===== src/rtl/sweep_uart_dump_pkg.sv =====
// sweep_uart_dump shared types: controller states, line-end bytes,
// nibble-to-ASCII helper. No ports.
package sweep_uart_dump_pkg;

  typedef enum logic [2:0] {
    S_IDLE  = 3'd0,
    S_FETCH = 3'd1,
    S_WAIT  = 3'd2,
    S_LOAD  = 3'd3,
    S_SEND  = 3'd4,
    S_NEXT  = 3'd5,
    S_DRAIN = 3'd6
  } state_e;

  localparam logic [7:0] CR = 8'h0D;
  localparam logic [7:0] LF = 8'h0A;

  // index of the last character of a sample line
  localparam logic [2:0] LAST_CHAR = 3'd4;

  // 0-9 -> '0'-'9', 10-15 -> 'A'-'F'
  function automatic logic [7:0] hex_ascii(
    input logic [3:0] n
  );
    logic [7:0] w;
    w = {4'h0, n};
    if (n < 4'd10) hex_ascii = 8'h30 + w;
    else hex_ascii = 8'h37 + w;
  endfunction

endpackage


===== src/rtl/sweep_uart_dump_if.sv =====
// sweep_uart_dump bus: start/busy/done control, sample memory read
// port and the serial line. slave = dump block, master = host side.
interface sweep_uart_dump_if;

  logic        start;
  logic [7:0]  rd_addr;
  logic [11:0] rd_data;
  logic        uart_tx;
  logic        busy;
  logic        done;

  modport master (
    output start,
    output rd_data,
    input  rd_addr,
    input  uart_tx,
    input  busy,
    input  done
  );

  modport slave (
    input  start,
    input  rd_data,
    output rd_addr,
    output uart_tx,
    output busy,
    output done
  );

endinterface


===== src/rtl/sweep_uart_dump_uart.sv =====
// uart_tx_byte: 8N1 byte serializer, CLK_DIV clocks per bit.
// Ports: clk, rst, valid/data/ready handshake, fin, tx.
module uart_tx_byte #(
  parameter int unsigned CLK_DIV = 104
) (
  input  logic       clk,
  input  logic       rst,
  input  logic       valid,
  input  logic [7:0] data,
  output logic       ready,
  output logic       fin,
  output logic       tx
);

  localparam int DW = $clog2(CLK_DIV);
  localparam logic [DW-1:0] DIV_LAST =
    DW'(CLK_DIV - 1);

  logic          active;
  logic [8:0]    shift;
  logic [3:0]    bit_cnt;
  logic [DW-1:0] div_cnt;

  assign ready = !active;

  // high during the final clock of the stop bit
  assign fin = active
    && (bit_cnt == 4'd9)
    && (div_cnt == DIV_LAST);

  // tx holds the bit on the line; shift holds
  // the remaining data bits followed by stop
  always_ff @(posedge clk) begin
    if (rst) begin
      active  <= 1'b0;
      shift   <= '1;
      bit_cnt <= '0;
      div_cnt <= '0;
      tx      <= 1'b1;
    end else if (!active) begin
      if (valid) begin
        active  <= 1'b1;
        shift   <= {1'b1, data};
        bit_cnt <= '0;
        div_cnt <= '0;
        tx      <= 1'b0;
      end
    end else if (div_cnt != DIV_LAST) begin
      div_cnt <= div_cnt + 1'b1;
    end else begin
      div_cnt <= '0;
      if (bit_cnt == 4'd9) begin
        active <= 1'b0;
        tx     <= 1'b1;
      end else begin
        bit_cnt <= bit_cnt + 4'd1;
        tx      <= shift[0];
        shift   <= {1'b1, shift[8:1]};
      end
    end
  end

endmodule


===== src/rtl/sweep_uart_dump.sv =====
// sweep_uart_dump: streams NUM_POINTS 12-bit samples as hex+CRLF.
// Ports: clk, rst, bus (start, rd_addr/rd_data, uart_tx, busy, done).
module sweep_uart_dump
  import sweep_uart_dump_pkg::*;
#(
  parameter int unsigned NUM_POINTS = 200,
  parameter int unsigned CLK_DIV    = 104
) (
  input logic               clk,
  input logic               rst,
  sweep_uart_dump_if.slave  bus
);

  localparam logic [7:0] LAST_IDX =
    8'(NUM_POINTS - 1);

  state_e      state;
  logic [7:0]  index;
  logic [11:0] hold;
  logic [2:0]  char_idx;
  logic [7:0]  ch;
  logic        valid;
  logic        ready;
  logic        fin;
  logic        tx;

  assign valid = (state == S_SEND);
  assign bus.uart_tx = tx;

  always_comb begin
    ch = LF;
    unique case (char_idx)
      3'd0:    ch = hex_ascii(hold[11:8]);
      3'd1:    ch = hex_ascii(hold[7:4]);
      3'd2:    ch = hex_ascii(hold[3:0]);
      3'd3:    ch = CR;
      default: ch = LF;
    endcase
  end

  uart_tx_byte #(
    .CLK_DIV (CLK_DIV)
  ) u_tx (
    .clk   (clk),
    .rst   (rst),
    .valid (valid),
    .data  (ch),
    .ready (ready),
    .fin   (fin),
    .tx    (tx)
  );

  always_ff @(posedge clk) begin
    if (rst) begin
      state       <= S_IDLE;
      index       <= '0;
      hold        <= '0;
      char_idx    <= '0;
      bus.rd_addr <= '0;
      bus.busy    <= 1'b0;
      bus.done    <= 1'b0;
    end else begin
      bus.done <= 1'b0;
      unique case (state)
        S_IDLE: begin
          if (bus.start) begin
            bus.busy <= 1'b1;
            index    <= '0;
            state    <= S_FETCH;
          end
        end
        S_FETCH: begin
          bus.rd_addr <= index;
          state       <= S_WAIT;
        end
        S_WAIT: begin
          state <= S_LOAD;
        end
        S_LOAD: begin
          hold     <= bus.rd_data;
          char_idx <= '0;
          state    <= S_SEND;
        end
        S_SEND: begin
          if (ready) begin
            if (char_idx == LAST_CHAR)
              state <= S_NEXT;
            else
              char_idx <= char_idx + 3'd1;
          end
        end
        S_NEXT: begin
          if (index == LAST_IDX) begin
            state <= S_DRAIN;
          end else begin
            index <= index + 8'd1;
            state <= S_FETCH;
          end
        end
        S_DRAIN: begin
          // fin lets done land right after
          // the last stop bit's final clock
          if (fin || ready) begin
            bus.done <= 1'b1;
            bus.busy <= 1'b0;
            state    <= S_IDLE;
          end
        end
        default: begin
          state <= S_IDLE;
        end
      endcase
    end
  end

endmodule

===== src/flat_wrapper.sv =====
// flat-port wrapper written by rule: the top's interface ports become plain ports
module sweep_uart_dump_flat import sweep_uart_dump_pkg::*;
#(
  parameter int unsigned NUM_POINTS = 200,
  parameter int unsigned CLK_DIV    = 104
)
  (clk, rst, bus_start, bus_rd_data, bus_rd_addr, bus_uart_tx, bus_busy, bus_done);
  sweep_uart_dump_if bus_i ();
  input logic clk;
  input logic rst;
  input wire logic [$bits(bus_i.start)-1:0] bus_start;
  input wire logic [$bits(bus_i.rd_data)-1:0] bus_rd_data;
  output wire logic [$bits(bus_i.rd_addr)-1:0] bus_rd_addr;
  output wire logic [$bits(bus_i.uart_tx)-1:0] bus_uart_tx;
  output wire logic [$bits(bus_i.busy)-1:0] bus_busy;
  output wire logic [$bits(bus_i.done)-1:0] bus_done;
  assign bus_i.start = bus_start;
  assign bus_i.rd_data = bus_rd_data;
  assign bus_rd_addr = bus_i.rd_addr;
  assign bus_uart_tx = bus_i.uart_tx;
  assign bus_busy = bus_i.busy;
  assign bus_done = bus_i.done;
  sweep_uart_dump #(.NUM_POINTS(NUM_POINTS), .CLK_DIV(CLK_DIV)) u_core (.clk(clk), .rst(rst), .bus(bus_i));
endmodule

===== config.mk =====
export PLATFORM = sky130hd
export DESIGN_NAME = sweep_uart_dump_flat
export DESIGN_NICKNAME = d
export VERILOG_FILES = /design/src/rtl/sweep_uart_dump_pkg.sv /design/src/rtl/sweep_uart_dump_if.sv /design/src/rtl/sweep_uart_dump_uart.sv /design/src/rtl/sweep_uart_dump.sv /design/src/flat_wrapper.sv
export SDC_FILE = /design/constraint.sdc
export NUM_CORES = 1
export LEC_CHECK = 0
export BUFFER_PORTS_ARGS = -buffer_cell sky130_fd_sc_hd__buf_4
export CAP_MARGIN = 15
export CORE_ASPECT_RATIO = 0.9
export CORE_MARGIN = 10
export CORE_UTILIZATION = 45
export DETAILED_ROUTE_END_ITERATION = 8
export PLACE_DENSITY = 0.67
export SLEW_MARGIN = 40
export SYNTH_ARGS = -nofsm -noshare
export SYNTH_HDL_FRONTEND = slang
export SYNTH_SLANG_ARGS = --single-unit

===== constraint.sdc =====
create_clock -name clk -period 2.2 [get_ports clk]
set_clock_uncertainty 0.1 [all_clocks]
set_input_delay 0.22 -clock clk [delete_from_list [all_inputs] [get_ports clk]]
set_output_delay 0.22 -clock clk [all_outputs]
set_load 0.02 [all_outputs]

==> metrics.yaml <==
outcome: "finished, final reports clean"
num_vias: 2661
peakVddDrop_uv: 427.5
nFillCells: 633
area_delta_synth_final_pct: 15.32
critPathMaxFanout: 5
cts_root_buf: "clkbuf_8"
internal_power_uw: 1997
wl_per_cell_um: 13.86
endpoint_kind: "flop"
netlist_instances: 372
netlist.area_leader.share_pct: 37.86
diodes: 0
hold_path.class: "in2reg"
p_seq_share_pct: 41.9
drt-vias-per-instance: 5.431
fin_ws_ns: 0.2215
fin_total_pwr_uw: 2871
syn_avg_cell_area_um2: 8.103
ant_nets: 0
syn_nets: 399
drc: 0
drive_above_1_share_pct: 14.75
clockBufferDepth: 2
grt_pass1_vias: 2411
insertion_delay_ns: 0.34
synth_top_area_cell: "dfxtp_1"
ys_seq_area_share_pct: 37.86
syn_area_um2: 3014
worstSetupPathType: "reg2reg"
grt_pass1_wl_um: 11500
grt_max_degree: 51
dpl.hpwl_um: 4721
cpMaxStageDelayCell: "a41oi_1"
routed_wl_um: 6791
gp_congestion: 0.8223
tightestPinTransition_ns: 0.5579
dr.first_iter.drc_count: 194
p_comb_share_pct: 21.6
drv_cap: 0
power_frac_clock_pct: 36.5
timing.fmax_ghz: 0.5054
core_um2: 6551
finalSetupViolations: 0
placementRows: 28
maxSlewHeadroom_pct: 62.80
cts_setup_buffers: 0
yosys.cell_types.count: 58
fin_nets: 423
die_x_um: 106.3
ys_top_cells_by_area: "dfxtp_1 38%, nand2_1 8.0%, a21oi_1 5.8%, ha_1 5.0%, nor2_1 3.5%"
clock_sinks: 57
clk_pin_slew_worst_paths_ns: 0.07
most-common-layout-cells: "64 x nand2_1, 57 x dfxtp_1, 35 x a21oi_1"
p_sw_uw: 874.0
min_path_cells: 3
whs_ns: 0.02873
power.density_nw_per_um2: 826.0
max_stage_delay_ns: 0.42
cts_tree: "yes"
ff2ff_path_depth: 6
post-route-util_pct: 53.06
cts_resized: 0
required_ns: 2.33
io_pins: 26
postCtsHoldBufs: 0
synth_edf_count: 0
yosys_warnings: 0
fin_crit_sh_pct: 89.93
rsz0062_at_grt: "false"
die_area_um2: 10380
synth_ff_type: "dfxtp_1"
die_h_um: 97.64
dp_slack_ns: 0.2880
grt.overflow.total: 0
htree_levels: 3
crit_chain: "inv_1 -> ha_1 -> and3b_2 -> a41oi_1 -> a32oi_1 -> a221oi_1"
grt_usage_pct: 13.19
finalMaxSlewViolations: 0
leakage_uw: 0.001266
swShare_pct: 30.44
antenna_found_initial: 0
synth_seq_cells: 57
worstPathArrival_ns: 2.10
period_needed_ns: 1.979
firstDrtPassIters: 4
initial_core_util_pct: 46.01
tns_ns: 0
hold_viol: 0
start_kind: "flop"
cts_buffers: 9
io_buffers: 25
final_common_cell: "nand2_1"
async_flop_share_pct: 0
==> state kept, by name, summed over array words and instances (netlist names) <==
| name | cells |
|---|---|
| u_core.bus.done | 1 |
| u_core.bus.rd_addr | 8 |
| u_core.state | 3 |
| u_core.u_tx.bit_cnt | 4 |
| u_core.u_tx.div_cnt | 7 |
| u_core.char_idx | 3 |
| u_core.u_tx.tx | 1 |
| u_core.index | 8 |
| u_core.bus.busy | 1 |
| u_core.u_tx.shift | 8 |
| u_core.hold | 12 |
| u_core.u_tx.active | 1 |
==> kinds of logic after synthesis <==
family / synth area share, %
compound gates: 22.00
simple gates: 26.07
buf+inv: 5.480
xor+xnor: 2.615
flops: 37.86
fa+ha+maj: 4.981
mux: 0.9963
==> area by class of cell <==
cell class | instances | area (µm²) | area share [%]
multi-input cells | 280 | 1708 | 49.14
well taps | 90 | 112.6 | 3.240
clock inverters | 2 | 35.03 | 1.008
flip-flops and latches | 57 | 1141 | 32.83
clock buffers | 13 | 178.9 | 5.148
repair buffers | 32 | 240.2 | 6.911
inverters | 16 | 60.06 | 1.728
==> per-layer routing <==
metal  GRT usage (%)  wire [µm]
met5               0          0
met4           4.162         63
met3           4.775        397
met2           19.39       3073
met1           17.41       3255
==> power by group through the flow <==
stage / Sequential, µW / Combinational (µW) / Clock [µW]
after detailed placement: 1220 / 611 / 0
after CTS: 1200 / 619 / 1070
after floorplan: 1190 / 483 / 0
final: 1200 / 619 / 1050
after global placement: 1220 / 604 / 0
after global routing: 1210 / 699 / 1120
==> cell usage after synthesis, types with 4 or more instances <==
library cell,number
clkbuf_1,7
nand2_1,64
nand2b_1,5
nor2b_1,8
a221oi_1,5
nand3_1,9
a31oi_1,4
dfxtp_1,57
buf_2,6
ha_1,12
xor2_1,6
a21oi_1,35
o21ai_0,20
nor3_1,6
inv_1,15
and3_1,5
nor2_1,28
o211ai_1,5
nand4_1,5
a311oi_1,4
==> worst max-delay path, delay by kind of cell (launching register included) <==
| kind | cells | cell delay, ns |
|---|---|---|
| AOI/OAI and AO/OA | 3 | 0.92 |
| DFF | 1 | 0.38 |
| and+or+nand+nor | 1 | 0.25 |
| adders and majority gates | 1 | 0.16 |
| buffers and inverters | 1 | 0.06 |
==> worst paths after layout <==
kind,startpoint,to,slack (ns)
worst max-delay path,u_core.u_tx.bit_cnt[1],u_core.state[2],0.22
worst min-delay path,bus_rd_data[7],u_core.hold[7],0.03
worst max register to register,u_core.u_tx.bit_cnt[1],u_core.state[2],0.22
worst min register to register,u_core.bus.rd_addr[6],u_core.bus.rd_addr[6],0.36
==> through the flow <==
stage	instances	area (µm²)
2_1_floorplan	372	3014
3_3_place_gp	475	3262
3_5_place_dp	475	3262
4_1_cts	490	3476
5_1_grt	490	3476
6_report	490	3476
No activity file was read; power rests on OpenSTA's default activity.
